--- config.mk ---
export PLATFORM = sky130hd
export DESIGN_NAME = bram_heap_pq_flat
export DESIGN_NICKNAME = d
export VERILOG_FILES = /design/src/rtl/bram_heap_pq_if.sv /design/src/rtl/bram_heap_pq.sv /design/src/flat_wrapper.sv
export SDC_FILE = /design/constraint.sdc
export NUM_CORES = 1
export LEC_CHECK = 0
export ABC_CLOCK_PERIOD_IN_PS = 5400
export BUFFER_PORTS_ARGS = -buffer_cell sky130_fd_sc_hd__buf_2
export CORE_MARGIN = 1.5
export CORE_UTILIZATION = 64
export DETAILED_ROUTE_END_ITERATION = 10
export PLACE_DENSITY = 0.81
export SLEW_MARGIN = 10
export SYNTH_ARGS = -nofsm -noshare
export SYNTH_HDL_FRONTEND = slang
export SYNTH_SLANG_ARGS = --single-unit
--- constraint.sdc ---
create_clock -name CLK -period 5.4 [get_ports CLK]
set_input_delay 1.08 -clock CLK [delete_from_list [all_inputs] [get_ports CLK]]
set_output_delay 1.08 -clock CLK [all_outputs]
set_load 0.1 [all_outputs]
--- src/rtl/bram_heap_pq_if.sv ---
// Command/status bundle of the BRAM heap priority queue.
// master drives commands (scheduler side); slave is the queue itself.
interface bram_heap_pq_if #(
  parameter int QUEUE_SIZE = 15,
  parameter int DATA_WIDTH = 16
);
  localparam int CW = $clog2(QUEUE_SIZE + 1);

  logic                  i_wrt;
  logic                  i_read;
  logic [DATA_WIDTH-1:0] i_data;
  logic                  o_ready;
  logic                  o_full;
  logic                  o_empty;
  logic [CW-1:0]         o_count;
  logic [DATA_WIDTH-1:0] o_data;

  modport master (
    output i_wrt, i_read, i_data,
    input  o_ready, o_full, o_empty, o_count, o_data
  );

  modport slave (
    input  i_wrt, i_read, i_data,
    output o_ready, o_full, o_empty, o_count, o_data
  );
endinterface

--- src/rtl/bram_heap_pq.sv ---
// Binary heap priority queue (min or max) kept in one true dual-port read-first BRAM.
// Supports enqueue (sift-up), dequeue (last-to-root + sift-down) and replace (root overwrite + sift-down).
module bram_heap_pq #(
  parameter int QUEUE_SIZE = 15,
  parameter int DATA_WIDTH = 16,
  parameter bit MAX_HEAP   = 1'b1
) (
  input logic           CLK,
  input logic           RSTn,
  bram_heap_pq_if.slave q
);
  localparam int AW = $clog2(QUEUE_SIZE);
  localparam int CW = $clog2(QUEUE_SIZE + 1);
  localparam int EW = AW + 2;

  typedef enum logic [3:0] {
    IDLE, UP_RD, UP_WAIT, UP_CMP, LAST_WAIT, LAST_WR, DN_RD, DN_WAIT, DN_CMP
  } state_t;

  state_t                state_reg, state_next;
  logic [AW-1:0]         idx_reg, idx_next;
  logic [DATA_WIDTH-1:0] node_reg, node_next;
  logic [CW-1:0]         count_reg, count_next;
  logic [DATA_WIDTH-1:0] top_reg, top_next;
  logic [AW-1:0]         addr_a_reg, addr_a_next, addr_b_reg, addr_b_next;
  logic [DATA_WIDTH-1:0] din_a_reg, din_a_next, din_b_reg, din_b_next;
  logic                  we_a_reg, we_a_next, we_b_reg, we_b_next;

  logic [DATA_WIDTH-1:0] mem [0:QUEUE_SIZE-1];
  logic [DATA_WIDTH-1:0] dout_a, dout_b;

  function automatic logic better(input logic [DATA_WIDTH-1:0] a, input logic [DATA_WIDTH-1:0] b);
    if (MAX_HEAP) return a > b;
    return a < b;
  endfunction

  // Both ports share one block so the array has a single driver; no reset keeps it a BRAM.
  always_ff @(posedge CLK) begin
    if (we_a_reg) mem[addr_a_reg] <= din_a_reg;
    if (we_b_reg) mem[addr_b_reg] <= din_b_reg;
    dout_a <= mem[addr_a_reg];
    dout_b <= mem[addr_b_reg];
  end

  logic [AW-1:0]         parent_idx;
  logic [EW-1:0]         left_ext, right_ext, count_ext;
  logic [CW-1:0]         count_m1;
  logic                  right_valid, pick_right;
  logic [DATA_WIDTH-1:0] child_val;
  logic [AW-1:0]         child_idx;
  logic                  is_full, is_empty;

  assign parent_idx  = (idx_reg - AW'(1)) >> 1;
  assign left_ext    = {1'b0, idx_reg, 1'b1};
  assign right_ext   = left_ext + EW'(1);
  assign count_ext   = EW'(count_reg);
  assign count_m1    = count_reg - CW'(1);
  assign right_valid = right_ext < count_ext;
  // Equal children keep the left one.
  assign pick_right  = right_valid && better(dout_b, dout_a);
  assign child_val   = pick_right ? dout_b : dout_a;
  assign child_idx   = pick_right ? right_ext[AW-1:0] : left_ext[AW-1:0];
  assign is_full     = count_reg == CW'(QUEUE_SIZE);
  assign is_empty    = count_reg == '0;

  always_comb begin
    state_next  = state_reg;
    idx_next    = idx_reg;
    node_next   = node_reg;
    count_next  = count_reg;
    top_next    = top_reg;
    addr_a_next = addr_a_reg;
    addr_b_next = addr_b_reg;
    din_a_next  = din_a_reg;
    din_b_next  = din_b_reg;
    we_a_next   = 1'b0;
    we_b_next   = 1'b0;
    case (state_reg)
      IDLE: begin
        if (q.i_wrt && q.i_read && !is_empty) begin
          we_a_next   = 1'b1;
          addr_a_next = '0;
          din_a_next  = q.i_data;
          node_next   = q.i_data;
          top_next    = q.i_data;
          idx_next    = '0;
          if (count_reg > CW'(1)) state_next = DN_RD;
        end else if (q.i_wrt) begin
          if (!is_full) begin
            we_a_next   = 1'b1;
            addr_a_next = count_reg[AW-1:0];
            din_a_next  = q.i_data;
            node_next   = q.i_data;
            idx_next    = count_reg[AW-1:0];
            count_next  = count_reg + CW'(1);
            if (is_empty) top_next = q.i_data;
            else          state_next = UP_RD;
          end
        end else if (q.i_read && !is_empty) begin
          count_next = count_m1;
          if (count_reg == CW'(1)) begin
            top_next = '0;
          end else begin
            addr_a_next = count_m1[AW-1:0];
            state_next  = LAST_WAIT;
          end
        end
      end
      UP_RD: begin
        addr_a_next = parent_idx;
        state_next  = UP_WAIT;
      end
      UP_WAIT: state_next = UP_CMP;
      UP_CMP: begin
        state_next = IDLE;
        if (better(node_reg, dout_a)) begin
          we_a_next   = 1'b1;
          addr_a_next = parent_idx;
          din_a_next  = node_reg;
          we_b_next   = 1'b1;
          addr_b_next = idx_reg;
          din_b_next  = dout_a;
          idx_next    = parent_idx;
          if (parent_idx == '0) top_next = node_reg;
          else                  state_next = UP_RD;
        end
      end
      LAST_WAIT: state_next = LAST_WR;
      LAST_WR: begin
        we_a_next   = 1'b1;
        addr_a_next = '0;
        din_a_next  = dout_a;
        node_next   = dout_a;
        top_next    = dout_a;
        idx_next    = '0;
        state_next  = DN_RD;
      end
      DN_RD: begin
        if (left_ext >= count_ext) begin
          state_next = IDLE;
        end else begin
          // A missing right child re-reads the left slot so port B never leaves the array.
          addr_a_next = left_ext[AW-1:0];
          addr_b_next = right_valid ? right_ext[AW-1:0] : left_ext[AW-1:0];
          state_next  = DN_WAIT;
        end
      end
      DN_WAIT: state_next = DN_CMP;
      DN_CMP: begin
        state_next = IDLE;
        if (better(child_val, node_reg)) begin
          we_a_next   = 1'b1;
          addr_a_next = idx_reg;
          din_a_next  = child_val;
          we_b_next   = 1'b1;
          addr_b_next = child_idx;
          din_b_next  = node_reg;
          idx_next    = child_idx;
          if (idx_reg == '0) top_next = child_val;
          state_next  = DN_RD;
        end
      end
      default: state_next = IDLE;
    endcase
  end

  always_ff @(posedge CLK or negedge RSTn) begin
    if (!RSTn) begin
      state_reg  <= IDLE;
      idx_reg    <= '0;
      node_reg   <= '0;
      count_reg  <= '0;
      top_reg    <= '0;
      addr_a_reg <= '0;
      addr_b_reg <= '0;
      din_a_reg  <= '0;
      din_b_reg  <= '0;
      we_a_reg   <= 1'b0;
      we_b_reg   <= 1'b0;
    end else begin
      state_reg  <= state_next;
      idx_reg    <= idx_next;
      node_reg   <= node_next;
      count_reg  <= count_next;
      top_reg    <= top_next;
      addr_a_reg <= addr_a_next;
      addr_b_reg <= addr_b_next;
      din_a_reg  <= din_a_next;
      din_b_reg  <= din_b_next;
      we_a_reg   <= we_a_next;
      we_b_reg   <= we_b_next;
    end
  end

  assign q.o_ready = state_reg == IDLE;
  assign q.o_full  = is_full;
  assign q.o_empty = is_empty;
  assign q.o_count = count_reg;
  assign q.o_data  = top_reg;
endmodule

--- src/flat_wrapper.sv ---
// flat-port wrapper written by rule: the top's interface ports become plain ports
module bram_heap_pq_flat 
#(
  parameter int QUEUE_SIZE = 15,
  parameter int DATA_WIDTH = 16,
  parameter bit MAX_HEAP   = 1'b1
)
  (CLK, RSTn, q_i_wrt, q_i_read, q_i_data, q_o_ready, q_o_full, q_o_empty, q_o_count, q_o_data);
  bram_heap_pq_if #(.QUEUE_SIZE(QUEUE_SIZE), .DATA_WIDTH(DATA_WIDTH)) q_i ();
  input logic CLK;
  input logic RSTn;
  input wire logic [$bits(q_i.i_wrt)-1:0] q_i_wrt;
  input wire logic [$bits(q_i.i_read)-1:0] q_i_read;
  input wire logic [$bits(q_i.i_data)-1:0] q_i_data;
  output wire logic [$bits(q_i.o_ready)-1:0] q_o_ready;
  output wire logic [$bits(q_i.o_full)-1:0] q_o_full;
  output wire logic [$bits(q_i.o_empty)-1:0] q_o_empty;
  output wire logic [$bits(q_i.o_count)-1:0] q_o_count;
  output wire logic [$bits(q_i.o_data)-1:0] q_o_data;
  assign q_i.i_wrt = q_i_wrt;
  assign q_i.i_read = q_i_read;
  assign q_i.i_data = q_i_data;
  assign q_o_ready = q_i.o_ready;
  assign q_o_full = q_i.o_full;
  assign q_o_empty = q_i.o_empty;
  assign q_o_count = q_i.o_count;
  assign q_o_data = q_i.o_data;
  bram_heap_pq #(.QUEUE_SIZE(QUEUE_SIZE), .DATA_WIDTH(DATA_WIDTH), .MAX_HEAP(MAX_HEAP)) u_core (.CLK(CLK), .RSTn(RSTn), .q(q_i));
endmodule
After elaboration in Yosys (flattened, before gate mapping) --
Memories as Yosys holds them, arrays and structs flattened. A register that Yosys moved wholly into a read port is not among the register bits. Index checks and enable logic that the tools add are counted.
Storage, ports and cells: register bits 86, memory bits (writable) 240, input bits 20, output and inout port bits 23, logic and storage cells 145, memories 1
Memory list:
- u_core.mem | depth 15, bits a word 16, read ports 2, clocked after memory_dff 2, wr ports 2, line bram_heap_pq.sv:29 | logic [DATA_WIDTH-1:0] mem [0:QUEUE_SIZE-1];
Operators by class: add/subtract/negate cells 4, order comparisons 8, equal/unequal tests 25, mux-type cells 72, bitwise logic cells 1, reductions and logical operators 23
Operators by type and width (number):
- $mux 16 | 18
- $pmux 16 s4 | 2
- $mux 4 | 26
- $pmux 16 s2 | 2
- $gt 16x16->1 | 3
- $pmux 4 s9 | 1
- $lt 16x16->1 | 2
- $pmux 4 s6 | 1
- $eq 4x3->1 const B | 4
- $logic_not 4->1 | 4
- $mux 1 | 16
- $pmux 4 s4 | 1
- $ne 4x2->1 const B | 3
- $pmux 4 s3 | 1
- $reduce_and 5->1 | 2
- $reduce_and 9->1 | 1
- $eq 4x1->1 const B | 2
- $eq 4x2->1 const B | 2
- $eq 4x4->1 const B | 2
- $ne 2x1->1 const B | 4
- $ne 4x3->1 const B | 2
- $reduce_and 4->1 | 2
- $sub 4x1->4 const B | 2
- $reduce_and 7->1 | 1
- other kinds (20) | 29

Depth between registers and ports, before layout --
Gate-level depths: netlist of the first run.
depth in word-level cells 9, depth in mapped cells 19, depth with buffers taken out 17

Worst setup path after synthesis of the first run --
OpenSTA, ideal clock, no wires.
path kind register to register, start reg u_core.count_reg[1] (netlist: u_core.q.o_count[1]), end reg u_core.addr_a_reg[0], library setup time 0.125 ns, arrival 5.058 ns, data required time 5.275 ns, path slack 0.217 ns, stages on the path, launching flop included 17, path buffers 1, clock period less this slack 5.183 ns, path through dfrtp_1 -> inv_1 -> ha_1 -> nor2b_1 -> o211ai_1 -> nand3_1 -> nor2_1 -> nand2_1 -> buf_2 -> mux2_2 -> ha_1 -> nand4_1 -> a2111o_1 -> a31o_2 -> a22o_4 -> a221oi_4 -> mux2_2
On the way: longest elaborated chain between the ends 8, elaborated cells between the ends (all ways) 22, classes of those cells order compare (4); eq/ne (7); mux (5); reduce/logical (6)
RTL lines:
- start, declared | line bram_heap_pq.sv:23 | logic [CW-1:0] count_reg, count_next;
- start signal, assigned | line bram_heap_pq.sv:184 | count_reg <= count_next;
- $lt 6x4->1 | line bram_heap_pq.sv:58 | assign right_valid = right_ext < count_ext;
- $logic_and 1x1->1 | line bram_heap_pq.sv:60 | assign pick_right = right_valid && better(dout_b, dout_a);
- $mux 16 | line bram_heap_pq.sv:61 | assign child_val = pick_right ? dout_b : dout_a;
- $lt 16x16->1 or $gt 16x16->1 (tied branches) | line bram_heap_pq.sv:34, bram_heap_pq.sv:33
- $mux 1 | line bram_heap_pq.sv:34 | return a < b;
- $mux 1 | line bram_heap_pq.sv:78 | case (state_reg)
- $ne 2x1->1 (no line)
- $reduce_and 7->1 (no line)
- end signal, assigned | line bram_heap_pq.sv:186 | addr_a_reg <= addr_a_next;
- end, declared | line bram_heap_pq.sv:25 | logic [AW-1:0] addr_a_reg, addr_a_next, addr_b_reg, addr_b_next;
Parallel ways exist; a longest one is shown, timed or not. The select of a mux whose other input is x is not followed. A chain may end at the register's enable or synchronous reset.

Worst setup path after layout of the first run --
start reg u_core.idx_reg[0], end reg u_core.addr_a_reg[2]
On the way: longest elaborated chain between the ends 9, elaborated cells between the ends (all ways) 15, classes of those cells add/sub (2); order compare (4); eq/ne (2); mux (5); reduce/logical (2)
RTL lines:
- start, declared | line bram_heap_pq.sv:21 | logic [AW-1:0] idx_reg, idx_next;
- start signal, assigned | line bram_heap_pq.sv:182 | idx_reg <= idx_next;
- $add 5x1->6 | line bram_heap_pq.sv:55 | assign right_ext = left_ext + EW'(1);
- $lt 6x4->1 | line bram_heap_pq.sv:58
- $logic_and 1x1->1 | line bram_heap_pq.sv:60
- $mux 16 | line bram_heap_pq.sv:61
- $lt 16x16->1 or $gt 16x16->1 (tied branches) | line bram_heap_pq.sv:34, bram_heap_pq.sv:33
- $mux 1 | line bram_heap_pq.sv:34
- $mux 1 | line bram_heap_pq.sv:78
- $ne 2x1->1 (no line)
- $reduce_and 7->1 (no line)
Parallel ways exist; a longest one is shown, timed or not. The select of a mux whose other input is x is not followed.

==> results of run 1 <==
## power by group
part	total [mW]	leakage [nW]	internal (mW)	switching [mW]
Sequential	5.12	3.42	3.81	1.31
Clock	2.61	0.587	1.51	1.09
Combinational	6.96	4.20	3.12	3.84
## cells in the final DEF (no fill, tap or decap), types with 4 or more instances in the layout
cell and n:
dfxtp_1 32, nand2_1 138, o211ai_1 5, nand3b_1 8
nand4_1 13, a31oi_1 37, nor2b_1 8, mux2i_1 53
mux4_2 128, xnor2_1 4, a222oi_1 9, a221oi_1 9
buf_4 49, nor2_1 84, nor3_1 9, inv_1 43
o21a_1 4, ha_1 62, o22ai_2 8, clkbuf_1 10
mux2_2 260, clkbuf_8 5, clkbuf_16 38, and2_1 7
or3_1 4, o21ai_0 88, o21ai_2 6, nor2_2 8
dfrtp_1 82, edfxtp_1 240, a21oi_1 52, nand3_1 15
nand2b_1 7, buf_2 41
## cell usage after synthesis, drive strengths merged, types with 9 or more instances
cell type  count  area share [%]
a21oi         53             1.3
a221oi        11            0.58
mux2         260              14
mux2i         53             2.5
nand3         15            0.36
clkbuf        97             1.7
nor2          92             1.7
nor3          12            0.31
nand4         13            0.39
o21ai         94             2.3
mux4         128              14
nand2        138             2.5
inv           44            0.79
dfxtp         32             3.1
edfxtp       240              35
ha            62             3.7
dfrtp         86              10
a31oi         37             1.1
a222oi         9            0.43
buf           36            0.79
## final timing paths
path	end	slack (ns)	startpoint
worst max-delay path	u_core.addr_a_reg[2]$_DFFE_PN0P_	0.37	u_core.idx_reg[0]$_DFFE_PN0P_
worst min-delay path	u_core.node_reg[15]$_DFFE_PN0P_	0.50	u_core.dout_a[15]$_DFF_P_
worst max register to register	u_core.addr_a_reg[2]$_DFFE_PN0P_	0.37	u_core.idx_reg[0]$_DFFE_PN0P_
worst min register to register	u_core.node_reg[15]$_DFFE_PN0P_	0.50	u_core.dout_a[15]$_DFF_P_
max in group asynchronous	u_core.addr_a_reg[0]$_DFFE_PN0P_	3.84	RSTn
min in group asynchronous	u_core.state_reg[3]$_DFFE_PN0P_	0.54	RSTn
## kinds of logic after synthesis
family | Yosys count | synth area share (%)
simple gates | 322 | 6.90
flops | 358 | 47.9
xor+xnor | 6 | 0.252
fa+ha+maj | 62 | 3.72
mux | 441 | 30.4
buf+inv | 177 | 3.32
compound gates | 249 | 7.47
## critical path, cell delays in order (launching register included)
cell	delay, ns
dfrtp_1	0.49
inv_1	0.22
ha_1	0.45
ha_1	0.22
a21oi_1	0.23
nand3_1	0.26
nor2_1	0.19
nand2_1	0.11
buf_4	0.24
mux2_2	0.30
ha_1	0.29
nor2b_1	0.12
o211ai_1	0.12
a2111o_1	0.39
a31o_2	0.33
a22o_4	0.27
a221oi_4	0.31
mux2_2	0.38
## layout make-up
type,count,area (um^2)
multi-input cells,1080,10300
flip-flops and latches,358,10000
fillers,2063,8980
clock buffers,54,1060
repair buffers,91,593
well taps,435,544
inverters,44,165
clock inverters,11,140
## metal layers
layer	track usage [%]	share of wire, %	up-vias
met5	0	0.059	-
met4	18.7	5.7	6
met3	9.57	12	267
met2	58.0	47	1084
met1	46.8	36	7294
li1	-	-	6222
## timing repair
action | CTS | global route
endpoints found under the setup margin | 0 | 1
resized for setup | 0 | 1
hold buffers | 0 | 0
## through the flow
step | hold slack, ns | setup slack, ns | instances | instance area (um^2) | util [%]
detailed placement | 0.484 | 0.425 | 2008 | 21600 | 68.0
floorplan | 0.459 | 0.217 | 1615 | 20900 | -
finish | 0.496 | 0.370 | 2073 | 22800 | 71.8
CTS | 0.491 | 0.410 | 2073 | 22800 | 71.8
global placement | 0.471 | 0.493 | 2008 | 21600 | 68.0
global route | 0.518 | 0.145 | 2073 | 22800 | 71.8
==> results.json, run 1 <==
{
  "fin_crit_sh_pct": 93.1,
  "synth_warnings": 0,
  "initial_core_util_pct": 65.6,
  "top_register": "u_core.mem",
  "gp_congestion": 0.992,
  "max_freq_mhz": 199,
  "slew_violations": 0,
  "syn_to_final_growth_pct": 9.40,
  "cp.arrival_ns": 5.43,
  "setup_viol": 0,
  "cap_viol_max_count": 0,
  "final.min_clock_period_ns": 5.03,
  "die_height_um": 184,
  "ant_nets": 0,
  "grt_pass1_wl_um": 90900,
  "hold_violations": 0,
  "crit_required_ns": 5.80,
  "die_w_um": 184,
  "grt_max_degree": 64,
  "synth_flop_cell": "edfxtp_1",
  "rsz0062_at_grt": "false",
  "async_flop_share_pct": 24.0,
  "cellPowerDensity_mw_per_mm2": 643,
  "cp-end-kind": "register",
  "status": "finished clean",
  "die-area_mm2": 0.0337,
  "ioPinCount": 43,
  "antenna_found_initial": 4,
  "critPathMaxFanout": 17,
  "clk_latency_ns": 0.54,
  "p_total_mw": 14.7,
  "syn_area_mm2": 0.0209,
  "largest_reg_flops": 240,
  "tightest_slew_ns": 1.02,
  "holdPathStages": 2,
  "cts.path.max_buffers": 3,
  "cts_sinks": 358,
  "num_antenna_cells": 0,
  "dp_hpwl_um": 39000,
  "cts_htree_levels": 2,
  "rows": 65,
  "cts_buffers": 38,
  "synth_edf_count": 240,
  "core_mm2": 0.0318,
  "routed_via_density": 7.17,
  "cts-root-buf": "clkbuf_16",
  "grt_util_all_layers_pct": 36.6,
  "ys_seq_area_share_pct": 47.9,
  "dr.pass1.iters": 6,
  "path_clk_slew_ns": 0.07,
  "cts_post_setup_buffers_inserted": 0,
  "wire_per_inst_um": 29.2,
  "finalSetupTns_ns": 0,
  "startpoint_type": "register",
  "slew_headroom_pct": 32.1,
  "drive_gt1_share_pct": 35.4,
  "wirelength_um": 60600,
  "portBuffers": 42,
  "drc": 0,
  "drt-initial-drc-count": 1915,
  "syn_nets": 1697,
  "via_count": 14900,
  "nets": 1695,
  "syn_inst": 1615,
  "hp-class": "reg -> reg",
  "synth_cell_types": 68,
  "avgSynthCellArea_um2": 12.9,
  "skew_ns": 0.0269,
  "rr_worst_depth": 17,
  "p_leak_nw": 8.21,
  "grt_pass1_vias": 14800,
  "ir_drop_v": 0.000334,
  "cts_tree": "yes",
  "crit_type": "reg -> reg",
  "grt_remaining_overflow": 0,
  "synth-seq-cells": 358
}
Note: power is estimated with default switching activity, not from simulation.
==> run 2, diff against run 1 <==
--- a/config.mk
+++ b/config.mk
@@ -8,9 +8,11 @@
 export ABC_CLOCK_PERIOD_IN_PS = 5400
 export BUFFER_PORTS_ARGS = -buffer_cell sky130_fd_sc_hd__buf_2
 export CORE_MARGIN = 1.5
-export CORE_UTILIZATION = 64
+export CORE_UTILIZATION = 55
 export DETAILED_ROUTE_END_ITERATION = 10
-export PLACE_DENSITY = 0.81
+export GPL_TIMING_DRIVEN = 0
+export PLACE_DENSITY = 0.71
+export RECOVER_POWER = 100
 export SLEW_MARGIN = 10
 export SYNTH_ARGS = -nofsm -noshare
 export SYNTH_HDL_FRONTEND = slang
==> results.json, run 2 (synthesis results as in run 1) <==
{
  "nets": 1801,
  "gp_congestion": 0.974,
  "ir_drop_v": 0.000243,
  "setup_viol": 0,
  "rr_worst_depth": 16,
  "ant_nets": 0,
  "holdPathStages": 2,
  "drt-initial-drc-count": 1756,
  "pwr-share-seq_pct": 29.7,
  "fin_crit_sh_pct": 97.8,
  "cp.arrival_ns": 5.74,
  "hp-class": "reg -> reg",
  "initial_core_util_pct": 55.6,
  "cts-root-buf": "clkbuf_16",
  "grt_util_all_layers_pct": 33.4,
  "cts_htree_levels": 2,
  "intPower_mw": 8.57,
  "rsz0062_at_grt": "false",
  "cts_buffers": 41,
  "skew_ns": 0.0199,
  "critPathMaxFanout": 10,
  "num_antenna_cells": 0,
  "antenna_found_initial": 1,
  "rows": 71,
  "wire_per_inst_um": 28.4,
  "routed_via_density": 6.66,
  "wirelength_um": 64200,
  "max_freq_mhz": 189,
  "p_leak_nw": 8.15,
  "core_mm2": 0.0375,
  "grt_pass1_vias": 15000,
  "slew_headroom_pct": -60.4,
  "cap_viol_max_count": 3,
  "crit_required_ns": 5.86,
  "finalSetupTns_ns": 0,
  "cts_sinks": 358,
  "cts.path.max_buffers": 3,
  "clk_latency_ns": 0.58,
  "die-area_mm2": 0.0391,
  "final.min_clock_period_ns": 5.28,
  "syn_to_final_growth_pct": 10.8,
  "crit_type": "reg -> reg",
  "cts_tree": "yes",
  "most-common-layout-cells": "mux2_2, edfxtp_1, clkbuf_1",
  "top_register": "u_core.mem",
  "final_common_cell": "mux2_2",
  "comb_power_share_pct": 52.5,
  "die_w_um": 198,
  "grt_max_degree": 46,
  "path_clk_slew_ns": 0.06,
  "slew_violations": 106,
  "drc": 0,
  "die_height_um": 198,
  "hold_violations": 0,
  "dr.pass1.iters": 6,
  "p_sw_mw": 6.80,
  "finalNonFillerCells": 2260,
  "clkPwrFrac_pct": 17.7,
  "grt_remaining_overflow": 0,
  "startpoint_type": "register",
  "portBuffers": 42,
  "dp_hpwl_um": 49500,
  "tightest_slew_ns": 2.41,
  "via_count": 15100,
  "status": "complete, but fails checks",
  "sw_frac_of_total_pct": 44.3,
  "largest_reg_flops": 240,
  "drive_gt1_share_pct": 28.9,
  "ioPinCount": 43,
  "cellPowerDensity_mw_per_mm2": 665,
  "cp-end-kind": "register",
  "violations": "capacitance limit, slew limit",
  "placed_cells": 2183,
  "grt_pass1_wl_um": 94600,
  "reg2reg_slack_ns": 0.12
}
[run 2: cell types whose count changed in the layout (fill, tap and decap cells not counted), sizes merged]
cell	before	now
buf	91	44
bufinv	3	2
clkbuf	54	203
clkinv	7	13
clkinvlp	1	2
inv	44	47
[run 2: path summary, 6_finish.rpt]
| path | startpoint | end |
|---|---|---|
| worst max-delay path | u_core.dout_a[15]$_DFF_P_ | u_core.addr_a_reg[0]$_DFFE_PN0P_ |
| worst min-delay path | u_core.dout_a[10]$_DFF_P_ | u_core.node_reg[10]$_DFFE_PN0P_ |
| worst max register to register | u_core.dout_a[15]$_DFF_P_ | u_core.addr_a_reg[0]$_DFFE_PN0P_ |
| worst min register to register | u_core.dout_a[10]$_DFF_P_ | u_core.node_reg[10]$_DFFE_PN0P_ |
| max in group asynchronous | RSTn | u_core.din_a_reg[5]$_DFFE_PN0P_ |
| min in group asynchronous | RSTn | u_core.q.o_count[0]$_DFFE_PN0P_ |
[run 2: repair_timing]
action	in CTS	in global routing
hold endpoints to repair	0	0
pin swaps	0	1
resized for setup	19	6
hold buffers	0	0
setup endpoints to repair	62	51
setup buffers	2	2
[run 2: critical path: stages (launching register included)]
cell and delay, ns:
dfxtp_1 0.45, inv_1 0.14, ha_1 0.34, nand4_1 0.28, nor4_4 0.43, and4_2 0.35, nor2_4 0.08, nand2_4 0.20
buf_4 0.28, mux2_2 0.36, ha_1 0.32, nand4_1 0.19, a2111o_1 0.40, a31o_2 0.33, a22o_4 0.27, a221oi_4 0.34
mux2_2 0.38
[run 2: per-stage QoR]
| stage | worst slack [ns] | util [%] | total power [mW] | cell area, um^2 | hold WS [ns] |
|---|---|---|---|---|---|
| after floorplan | 0.217 | - | 9.89 | 20900 | 0.459 |
| after global placement | -0.741 | 57.9 | 12.2 | 21700 | 0.477 |
| after detailed placement | -0.754 | 58.7 | 12.4 | 22000 | 0.481 |
| after CTS | 0.00417 | 62.4 | 15.3 | 23400 | 0.490 |
| after global routing | 0.00331 | 61.6 | 16.1 | 23100 | 0.519 |
| final | 0.120 | 61.6 | 15.4 | 23100 | 0.490 |
[run 2: cell type report]
cell class                      instances  area (um^2)
Multi-Input combinational cell       1080        10200
Inverter                               44          169
Buffer                                133          533
Timing Repair Buffer                   61          267
Fill cell                            2980        14400
Clock buffer                           53         1100
Tap cell                              511          639
Clock inverter                         20          176
Sequential cell                       358        10000
[run 2: metal layers]
layer	vias to the layer above	global-route usage, %	share of wire (%)	wire, um
li1	6451	-	-	-
met1	7665	44.9	40	25900
met2	792	54.0	47	30200
met3	148	5.71	8.8	5620
met4	0	13.8	3.8	2470
met5	-	0	0	0
[run 2: power by group through the flow]
stage	clock [mW]	combinational (mW)	sequential, mW
2_1_floorplan	0	5.10	4.79
3_3_place_gp	0	7.65	4.54
3_5_place_dp	0	7.90	4.54
4_1_cts	2.74	8.02	4.51
5_1_grt	2.84	8.62	4.62
6_report	2.73	8.07	4.57
